==> src/rtl/mul16_pkg.sv <==
// Shared constants and state encoding for the sequential 16-bit multiplier.
package mul16_pkg;

  localparam int WIDTH = 16;
  localparam int CNT_W = 4;
  localparam logic [CNT_W-1:0] LAST_CNT = 4'd15;

  typedef enum logic [1:0] {
    ST_IDLE = 2'b00,
    ST_RUN  = 2'b01
  } state_e;

endpackage

==> src/rtl/mul16_seq_add16.sv <==
// Add16: 16-bit ripple-carry adder, sum mod 2^16 (carry out is discarded).
module Add16 (
  input  logic [15:0] a,
  input  logic [15:0] b,
  output logic [15:0] out
);

  logic [15:0] carry;

  // The carry out of the top bit is never needed, so only 15 ripple stages are built.
  always_comb begin
    carry = '0;
    for (int i = 0; i < 15; i++) begin
      carry[i+1] = (a[i] & b[i]) | (carry[i] & (a[i] ^ b[i]));
    end
  end

  assign out = a ^ b ^ carry;

endmodule

==> src/rtl/mul16_seq.sv <==
// mul16_seq: shift-and-add multiplier, product mod 2^16, one partial product per clock.
// Optional macro MUL16_EARLY_TERM_EN stops as soon as the remaining multiplier bits are zero.
module mul16_seq
  import mul16_pkg::*;
(
  input  logic             clk,
  input  logic             rst_n,
  input  logic             start,
  input  logic [WIDTH-1:0] a,
  input  logic [WIDTH-1:0] b,
  output logic             ready,
  output logic             busy,
  output logic             done,
  output logic [WIDTH-1:0] out
);

  state_e           state_q;
  logic [WIDTH-1:0] mcand_q;
  logic [WIDTH-1:0] mplier_q;
  logic [WIDTH-1:0] acc_q;
  logic [CNT_W-1:0] count_q;
  logic [WIDTH-1:0] out_q;
  logic             done_q;

  logic [WIDTH-1:0] sum;
  logic [WIDTH-1:0] acc_d;
  logic             finish;

  Add16 u_add16 (
    .a   (acc_q),
    .b   (mcand_q),
    .out (sum)
  );

  always_comb begin
    acc_d = mplier_q[0] ? sum : acc_q;
`ifdef MUL16_EARLY_TERM_EN
    finish = (count_q == LAST_CNT) || (mplier_q[WIDTH-1:1] == '0);
`else
    finish = (count_q == LAST_CNT);
`endif
  end

  // A reset at any point drops the in-flight operation without producing a done.
  always_ff @(posedge clk or negedge rst_n) begin
    if (!rst_n) begin
      state_q  <= ST_IDLE;
      mcand_q  <= '0;
      mplier_q <= '0;
      acc_q    <= '0;
      count_q  <= '0;
      out_q    <= '0;
      done_q   <= 1'b0;
    end else begin
      case (state_q)
        ST_IDLE: begin
          done_q <= 1'b0;
          if (start) begin
            mcand_q  <= a;
            mplier_q <= b;
            acc_q    <= '0;
            count_q  <= '0;
            state_q  <= ST_RUN;
          end
        end
        ST_RUN: begin
          acc_q    <= acc_d;
          mcand_q  <= {mcand_q[WIDTH-2:0], 1'b0};
          mplier_q <= {1'b0, mplier_q[WIDTH-1:1]};
          if (finish) begin
            out_q   <= acc_d;
            done_q  <= 1'b1;
            count_q <= '0;
            state_q <= ST_IDLE;
          end else begin
            count_q <= count_q + 4'd1;
          end
        end
        default: begin
          state_q <= ST_IDLE;
          done_q  <= 1'b0;
        end
      endcase
    end
  end

  assign ready = (state_q == ST_IDLE);
  assign busy  = (state_q == ST_RUN);
  assign done  = done_q;
  assign out   = out_q;

endmodule

==> config.mk <==
export PLATFORM = sky130hd
export DESIGN_NAME = mul16_seq
export DESIGN_NICKNAME = d
export VERILOG_FILES = /design/src/rtl/mul16_pkg.sv /design/src/rtl/mul16_seq_add16.sv /design/src/rtl/mul16_seq.sv
export SDC_FILE = /design/constraint.sdc
export NUM_CORES = 1
export LEC_CHECK = 0
export BUFFER_PORTS_ARGS = -buffer_cell sky130_fd_sc_hd__buf_2
export CAP_MARGIN = 25
export CORE_ASPECT_RATIO = 1.2
export CORE_MARGIN = 1.5
export CORE_UTILIZATION = 60
export DETAILED_ROUTE_END_ITERATION = 10
export PLACE_DENSITY_LB_ADDON = 0.25
export SLEW_MARGIN = 20
export SYNTH_ARGS = -nofsm -noshare
export SYNTH_HDL_FRONTEND = slang
export SYNTH_HIERARCHICAL = 1
export SYNTH_SLANG_ARGS = --single-unit
==> constraint.sdc <==
create_clock -name clk -period 11 [get_ports clk]
set_input_delay 1.1 -clock clk [delete_from_list [all_inputs] [get_ports clk]]
set_output_delay 1.1 -clock clk [all_outputs]
set_load 0.005 [all_outputs]
After elaboration in Yosys (flattened, before gate mapping)
Index checks and enable logic that the tools add are counted.
Storage, ports and cells
  output and inout port bits: 19
  word-level logic and storage cells: 91
  input bits: 35
  register bits after elaboration: 71
Cells by class
  bitwise logic cells: 59
  add/subtract/negate cells: 1
  equality and inequality tests: 4
  reductions and logical operators: 5
  muxes and demuxes: 15
Operators with widths (number)
  16-bit one-hot mux with 2 select lines: 3
  16-bit two-way mux: 4
  16-bit XOR: 2
  1-bit bitwise AND: 29
  1-bit OR: 14
  1-bit XOR: 14
  4-bit two-way mux: 2
  4-bit one-hot mux with 2 select lines: 1
  2-bit AND reduction: 3
  4-bit by 1-bit adder with 4-bit output, second input constant: 1
  4-bit equality test, second input constant: 1
  2-bit two-way mux: 2
  2-bit one-hot mux with 2 select lines: 1
  2-bit by 1-bit equality test with 1-bit output, second input constant: 1
  2-bit zero test: 1
  1-bit two-way mux: 2
  2-bit by 1-bit != test with 1-bit output, second input constant: 1
  2-bit != test, second input constant: 1
  2-bit nonzero test: 1

Depth between registers and ports, before layout
Gate-level depths: netlist (run 1).
  depth after elaboration: 32
  depth in mapped cells: 20
  mapped depth without buffers: 20

Hierarchy
Netlist (run 1), hierarchy kept.
Modules (own cells, without submodules)
  mul16_seq: sequential area each 1751.7 µm², instances 1, area an instance 3216.8 µm², cells each 286
  Add16: sequential area each 0.0 µm², instances 1, area an instance 335.3 µm², cells each 21

Worst setup path before layout (run 1)
OpenSTA, ideal clock, no wires.
  path kind: reg-to-reg
  from: register acc_q[0]
  to: register out_q[14] (netlist: out[14])
  stages on the path, launching flop included: 20
  path buffers: 0
  setup slack: 4.595 ns
  library setup time: 0.125 ns
  data required time: 10.875 ns
  period minus slack after synthesis: 6.405 ns
  arrival time: 6.280 ns
  cell sequence: dfrtp_1 -> ha_1 -> fa_1 -> fa_1 -> fa_1 -> fa_1 -> fa_1 -> fa_1 -> fa_1 -> fa_1 -> fa_1 -> fa_1 -> fa_1 -> inv_1 -> fa_1 -> inv_1 -> fa_1 -> fa_1 -> mux2_4 -> mux2_4
On the way
  longest elaborated chain between the ends: 29
Ends and longest elaborated chain
  from (decl): RTL line mul16_seq.sv:20  | logic [WIDTH-1:0] acc_q;
  from (signal assigned): RTL line mul16_seq.sv:50  | acc_q <= '0;
  from (signal assigned): RTL line mul16_seq.sv:61  | acc_q <= '0;
  from (signal assigned): RTL line mul16_seq.sv:67  | acc_q <= acc_d;
  1-bit bitwise AND (2 in series): RTL line mul16_seq_add16.sv:14  | carry[i+1] = (a[i] & b[i]) | (carry[i] & (a[i] ^ b[i]));
  1-bit OR: RTL line mul16_seq_add16.sv:14
  1-bit bitwise AND: RTL line mul16_seq_add16.sv:14
  1-bit OR: RTL line mul16_seq_add16.sv:14
  1-bit bitwise AND: RTL line mul16_seq_add16.sv:14
  1-bit OR: RTL line mul16_seq_add16.sv:14
  1-bit bitwise AND: RTL line mul16_seq_add16.sv:14
  1-bit OR: RTL line mul16_seq_add16.sv:14
  [13 not listed]
  1-bit OR: RTL line mul16_seq_add16.sv:14
  1-bit bitwise AND: RTL line mul16_seq_add16.sv:14
  1-bit OR: RTL line mul16_seq_add16.sv:14
  1-bit bitwise AND: RTL line mul16_seq_add16.sv:14
  1-bit OR: RTL line mul16_seq_add16.sv:14
  16-bit XOR: RTL line mul16_seq_add16.sv:18  | assign out = a ^ b ^ carry;
  net sum[14]: RTL line mul16_seq.sv:25  | logic [WIDTH-1:0] sum;
  16-bit two-way mux: RTL line mul16_seq.sv:36  | acc_d = mplier_q[0] ? sum : acc_q;
  to (signal assigned): RTL line mul16_seq.sv:52  | out_q <= '0;
  to (signal assigned): RTL line mul16_seq.sv:71  | out_q <= acc_d;
  to (decl): RTL line mul16_seq.sv:22  | logic [WIDTH-1:0] out_q;
The timed path passes the listed nets, and every way through them passes these cells.
A chain may end at the register's enable or synchronous reset.

Worst setup path in the final report (run 1)
  from: register acc_q[0]
  to: register acc_q[15]
On the way
  longest elaborated chain between the ends: 32
Ends and longest elaborated chain
  1-bit bitwise AND (2 in series): RTL line mul16_seq_add16.sv:14
  1-bit OR: RTL line mul16_seq_add16.sv:14
  1-bit bitwise AND: RTL line mul16_seq_add16.sv:14
  1-bit OR: RTL line mul16_seq_add16.sv:14
  1-bit bitwise AND: RTL line mul16_seq_add16.sv:14
  1-bit OR: RTL line mul16_seq_add16.sv:14
  1-bit bitwise AND: RTL line mul16_seq_add16.sv:14
  1-bit OR: RTL line mul16_seq_add16.sv:14
  [16 not listed]
  1-bit bitwise AND: RTL line mul16_seq_add16.sv:14
  1-bit OR: RTL line mul16_seq_add16.sv:14
  1-bit bitwise AND: RTL line mul16_seq_add16.sv:14
  1-bit OR: RTL line mul16_seq_add16.sv:14
  16-bit XOR: RTL line mul16_seq_add16.sv:18
  net sum[15]: RTL line mul16_seq.sv:25
  16-bit two-way mux: RTL line mul16_seq.sv:36
  16-bit one-hot mux with 2 select lines: RTL line mul16_seq.sv:55  | case (state_q)
The timed path passes the listed nets, and every way through them passes these cells.

==> results of run 1 <==
==> cell families after synthesis <==
logic type	Yosys count
XOR/XNOR	2
adder cells (fa/ha/maj)	16
buffers and inverters	27
AO/OA/AOI/OAI	53
flip-flops	70
AND/OR/NAND/NOR	76
multiplexers	63
==> worst paths after layout <==
kind / start / endpoint / slack [ns] / cells past startpoint
setup / recovery: acc_q[0]$_DFFE_PN0P_ / acc_q[15]$_DFFE_PN0P_ / 4.24 / 20
hold / removal: mplier_q[8]$_DFFE_PN0P_ / mplier_q[7]$_DFFE_PN0P_ / 0.48 / 2
setup reg to reg: acc_q[0]$_DFFE_PN0P_ / acc_q[15]$_DFFE_PN0P_ / 4.24 / 20
hold reg to reg: mplier_q[8]$_DFFE_PN0P_ / mplier_q[7]$_DFFE_PN0P_ / 0.48 / 2
max in group asynchronous: rst_n / state_q[0]$_DFFE_PN0P_ / 9.41 / 2
min in group asynchronous: rst_n / out[10]$_DFFE_PN0P_ / 0.97 / 2
==> sequential cells by signal (all words and copies together), names as in the netlist <==
signal,flops
count_q,4
done,1
acc_q,16
mplier_q,16
out,16
mcand_q,16
state_q,1
==> critical path: stages (launching register included) <==
cell and delay [ns]:
dfrtp_1 0.40, ha_1 0.22, fa_1 0.39, fa_1 0.40
fa_1 0.40, fa_1 0.40, fa_1 0.40, fa_1 0.39
fa_1 0.39, fa_1 0.40, fa_1 0.39, fa_1 0.38
fa_1 0.37, inv_1 0.07, fa_1 0.16, inv_1 0.05
fa_1 0.37, fa_1 0.38, xor3_1 0.37, mux2i_1 0.17
o21ai_0 0.10
==> per-layer routing <==
layer  vias to the layer above  track usage [%]  share of wire [%]
li1                       1130                -                  -
met1                      1143            29.92                 45
met2                        42            37.11                 50
met3                         8            4.051                3.1
met4                         0            9.434                1.6
met5                         -                0                  0
==> synth_stat cells (all sizes together) <==
cell type	number	area share [%]
o22ai	1	0.18
nor2	3	0.32
a21o	1	0.21
ha	2	0.70
a311o	1	0.28
buf	16	3.0
o21ai	48	6.8
a22o	1	0.25
clkbuf	5	0.53
nand2	67	7.1
dfrtp	70	49
mux2	30	11
nand3	1	0.14
xor3	1	0.67
fa	14	7.9
inv	6	0.63
nor3b	1	0.21
nor3	1	0.14
nand4	1	0.60
mux2i	33	9.3
nor2b	1	0.18
nand2b	1	0.18
xnor2	1	0.25
a31oi	1	0.18
==> area by class of cell <==
type | count | share of cell area (%)
flip-flops and latches | 70 | 43.85
repair buffers | 56 | 7.199
well taps | 80 | 2.504
inverters | 6 | 0.5634
clock inverters | 4 | 1.189
multi-input cells | 210 | 41.31
clock buffers | 12 | 3.380
==> report_power, final <==
| group | switching [mW] | leakage [nW] | internal [mW] |
|---|---|---|---|
| clock | 0.0914 | 0.0904 | 0.104 |
| combinational | 0.162 | 1.01 | 0.205 |
| sequential | 0.102 | 0.910 | 0.359 |
| total | 0.356 | 2.01 | 0.668 |
==> impl_metrics.py, run 1 <==
metrics = {
    "layout": {
        "nets": 404,
        "drive_above_1_share_pct": 28.49,
        "final_util_pct": 70.53,
        "antenna_cells": 0,
        "multi_input_area_um2": 1652,
        "seq_area_um2": 1753,
        "most-common-layout-cells": "69 x dfrtp_1, 67 x nand2_1, 53 x buf_2, 48 x o21ai_0, 33 x mux2i_1",
        "area_delta_synth_final_pct": 12.54,
        "final_cells": 438,
        "fill_cells": 412,
        "post-route-cell-area_um2": 3998,
        "final_common_cell": "dfrtp_1",
    },
    "pwr": {
        "ir_worst_vdd_mv": 0.1258,
        "powerDensity_nw_per_um2": 256.1,
        "p_leak_nw": 2.010,
        "total_power_mw": 1.024,
    },
    "timing": {
        "worst_pin_slew_ns": 0.8937,
        "setup_ws_ns": 4.240,
        "setup_violations": 0,
        "maxSlewViolCount": 0,
        "hold_viol_final": 0,
        "timing.hold.ws_ns": 0.4843,
        "fin_crit_sh_pct": 61.45,
        "rsz0062_at_grt": "false",
        "slew_headroom_pct": 40.42,
        "post-route-min-period_ns": 6.760,
        "setup-tns-final_ns": 0,
        "final.setup_skew_ns": 0.008983,
        "fmaxAchievable_ghz": 0.1479,
    },
    "die": {
        "initial_core_util_pct": 62.67,
        "fp.dieH_um": 87.29,
        "die_w_um": 73.24,
        "placementRows": 30,
        "ios": 54,
        "coreArea_um2": 5668,
        "die_area_um2": 6393,
    },
    "clock_network": {
        "numClockSinks": 70,
        "cts_resized": 0,
        "ctsHtreeMaxLevel": 3,
        "cts_setup_buffers": 0,
        "path_clk_slew_ns": 0.08,
        "cts_buffers": 9,
        "root_buffer": "clkbuf_8",
        "cts_tree": "built",
        "ctsHoldBuffers": 0,
        "clock_latency_ns": 0.34,
        "cts_buffer_depth": 2,
    },
    "placement": {
        "hpwl_um": 4091,
        "placed_cells": 422,
        "port_buffers": 53,
        "place_area_um2": 3815,
        "place_worst_setup_slack_ns": 4.278,
        "place.gp.congestion": 0.7471,
    },
    "yosys": {
        "synth_top_family_by_area": "multiplexers",
        "synth-compound-area-share_pct": 7.855,
        "synth_xor_xnor_area_share_pct": 0.9158,
        "synth_mux_area_share_pct": 20.29,
        "ys_warn_count": 6,
        "seq_area_frac_synth_pct": 49.31,
        "yosys_register_bits": 70,
        "synth_fa_ha_area_share_pct": 8.595,
        "syn_area_um2": 3552,
        "synthSimpleGateAreaFrac_pct": 8.841,
        "synthCells": 307,
        "syn_area_per_cell_um2": 11.57,
        "synth_nets": 358,
        "ys_types": 28,
    },
    "job": {
        "maxCapViolations": 0,
    },
    "route": {
        "wl_per_cell_um": 14.53,
        "drc": 0,
        "drtIter0Drc": 121,
        "drt_pass1_iterations": 4,
        "vias": 2323,
        "wirelength_um": 6366,
        "viasPerCell": 5.304,
        "ant_nets": 0,
    },
    "global_routing": {
        "antenna_found_initial": 0,
        "grt_first_pass_wirelength_um": 10940,
        "grt_pass1_vias": 2377,
        "globalRouteOverflowTotal": 0,
        "grt_max_degree": 71,
        "grt_usage_pct": 22.74,
    },
    "run_status": {
        "status": "complete, no violations",
    },
    "min_path": {
        "hp-class": "reg2reg",
    },
    "setup_path": {
        "crit_required_ns": 11.20,
        "cp-start-kind": "register",
        "worstPathArrival_ns": 6.96,
        "critPathMaxFanout": 3,
        "crit_type": "reg2reg",
        "worstSetupEndpointType": "register",
    },
}
(Power assumes the default switching activity.)
==> run 2: changes to the inputs <==
Settings changed: CORE_UTILIZATION 60 to 57.
Clock period 11 ns to 6.39 ns, I/O delays scaled along.
==> run 2 against run 1 <==
Compared with the run above:
- cell area grew 2.1%
- worst hold slack improved by 0.0017 ns
- global-route usage fell by 1.0 points
- first-iteration DRC count rose by 2.5%
- count of clock-buffer cells in the layout up 1
- register-to-register slack got worse by 4.0 ns
- critical endpoint unchanged
==> impl_metrics.py, run 2 (synthesis results as in run 1) <==
metrics = {
    "run_status": {
        "status": "complete, no violations",
    },
    "timing": {
        "setup-tns-final_ns": 0,
        "maxSlewViolCount": 0,
        "timing.hold.ws_ns": 0.4860,
        "setup_ws_ns": 0.1944,
        "setup_violations": 0,
        "hold_viol_final": 0,
        "post-route-min-period_ns": 6.196,
        "final.setup_skew_ns": 0.008040,
        "rsz0062_at_grt": "false",
        "fin_crit_sh_pct": 96.96,
        "slew_headroom_pct": 40.04,
        "worst_pin_slew_ns": 0.8993,
        "fmaxAchievable_ghz": 0.1614,
    },
    "job": {
        "maxCapViolations": 0,
    },
    "layout": {
        "area_delta_synth_final_pct": 14.90,
        "nets": 408,
        "final_common_cell": "dfrtp_1",
        "drive_above_1_share_pct": 33.15,
        "antenna_cells": 0,
        "most-common-layout-cells": "69 x dfrtp_1, 67 x nand2_1, 53 x buf_2, 46 x o21ai_0, 33 x mux2i_1",
        "final_cells": 444,
    },
    "setup_path": {
        "worstPathArrival_ns": 6.40,
        "r2r_end": "acc_q[15]$_DFFE_PN0P_",
        "ff2ff_path_depth": 20,
        "timing.rr.start": "acc_q[0]$_DFFE_PN0P_",
        "critPathMostFrequentCell": "fa_2",
        "endpoint": "acc_q[15]$_DFFE_PN0P_",
        "worstSetupEndpointType": "register",
        "slowest_stage": "dfrtp_1",
        "path_cells": "ha_2, fa_2, fa_2, fa_2, fa_2, fa_2, fa_2, fa_2, fa_2, fa_2, fa_2, fa_1, inv_1, fa_1, inv_1, fa_2, fa_2, xor3_1, mux2i_1, o21ai_1",
        "crit_required_ns": 6.60,
        "r2r_setup_slack_ns": 0.19,
        "cp-start-kind": "register",
        "critPathMaxFanout": 2,
        "crit_type": "reg2reg",
        "crit_start": "acc_q[0]$_DFFE_PN0P_",
        "max_stage_delay_ns": 0.38,
    },
    "pwr": {
        "p_leak_nw": 2.015,
        "total_power_mw": 1.809,
        "powerDensity_nw_per_um2": 443.2,
        "ir_worst_vdd_mv": 0.2087,
    },
    "die": {
        "coreArea_um2": 6012,
        "fp.dieH_um": 89.48,
        "ios": 54,
        "initial_core_util_pct": 59.08,
        "placementRows": 31,
        "die_w_um": 75.07,
        "die_area_um2": 6716,
    },
    "route": {
        "wl_per_cell_um": 14.25,
        "ant_nets": 0,
        "viasPerCell": 5.304,
        "drt_pass1_iterations": 4,
        "drtIter0Drc": 124,
        "vias": 2355,
        "wirelength_um": 6325,
        "drc": 0,
    },
    "global_routing": {
        "antenna_found_initial": 0,
        "grt_max_degree": 71,
        "grt_first_pass_wirelength_um": 10780,
        "grt_pass1_vias": 2373,
        "globalRouteOverflowTotal": 0,
        "grt_usage_pct": 21.75,
    },
    "clock_network": {
        "clock_latency_ns": 0.34,
        "root_buffer": "clkbuf_8",
        "ctsHtreeMaxLevel": 3,
        "cts_buffers": 9,
        "cts_buffer_depth": 2,
        "cts_tree": "built",
        "path_clk_slew_ns": 0.07,
        "numClockSinks": 70,
        "ctsHoldBuffers": 0,
    },
    "placement": {
        "port_buffers": 53,
        "place_worst_setup_slack_ns": -0.2445,
        "place.gp.congestion": 0.7327,
        "placed_cells": 428,
        "hpwl_um": 4015,
    },
    "min_path": {
        "hp-class": "in2async",
    },
}
run 2: worst min-delay path by stage:
stage	end	slack, ns	cells past startpoint
6_report	acc_q[12]$_DFFE_PN0P_	0.49	2
5_1_grt	out[7]$_DFFE_PN0P_	0.52	1
4_1_cts	done$_DFFE_PN0P_	0.49	2
3_5_place_dp	done$_DFFE_PN0P_	0.47	2
3_3_place_gp	done$_DFFE_PN0P_	0.46	2
2_1_floorplan	acc_q[0]$_DFFE_PN0P_	0.34	0
run 2: power breakdown:
group | total (mW) | switching (mW) | internal (mW)
Sequential | 0.804 | 0.186 | 0.618
Clock | 0.360 | 0.158 | 0.201
Combinational | 0.646 | 0.278 | 0.368
run 2: repair_timing:
action | CTS | global route
buffers inserted | 0 | 0
endpoints found under the hold margin | 0 | 0
resized for setup | 7 | 7
endpoints found under the setup margin | 4 | 4
pin swaps | 0 | 3
run 2: per-layer routing:
metal | vias up | global-route usage [%] | wire [µm]
li1 | 1132 | - | -
met1 | 1161 | 28.16 | 2834
met2 | 52 | 35.08 | 3155
met3 | 10 | 4.961 | 230
met4 | 0 | 9.421 | 105
met5 | - | 0 | 0
run 2: final cells by class:
type | count | area, µm²
inverters | 6 | 22.52
clock inverters | 3 | 42.54
repair buffers | 60 | 317.8
well taps | 82 | 102.6
multi-input cells | 210 | 1684
fillers | 458 | 1931
clock buffers | 13 | 158.9
flip-flops and latches | 70 | 1753
run 2: worst max-delay path, delay by kind of cell (launching register included):
kind / cells / cell delay, ns
adders and majority gates: 15 / 4.92
DFF: 1 / 0.38
xor gates and xnor gates: 1 / 0.36
muxes: 1 / 0.20
buffers and inverters: 2 / 0.12
AOI/OAI and AO/OA: 1 / 0.11
run 2: per-stage QoR:
| step | instance area (µm²) | util, % |
|---|---|---|
| floorplan | 3555 | - |
| global placement | 3850 | 64.04 |
| detailed placement | 3850 | 64.04 |
| CTS | 4066 | 67.64 |
| global route | 4081 | 67.89 |
| finish | 4081 | 67.89 |
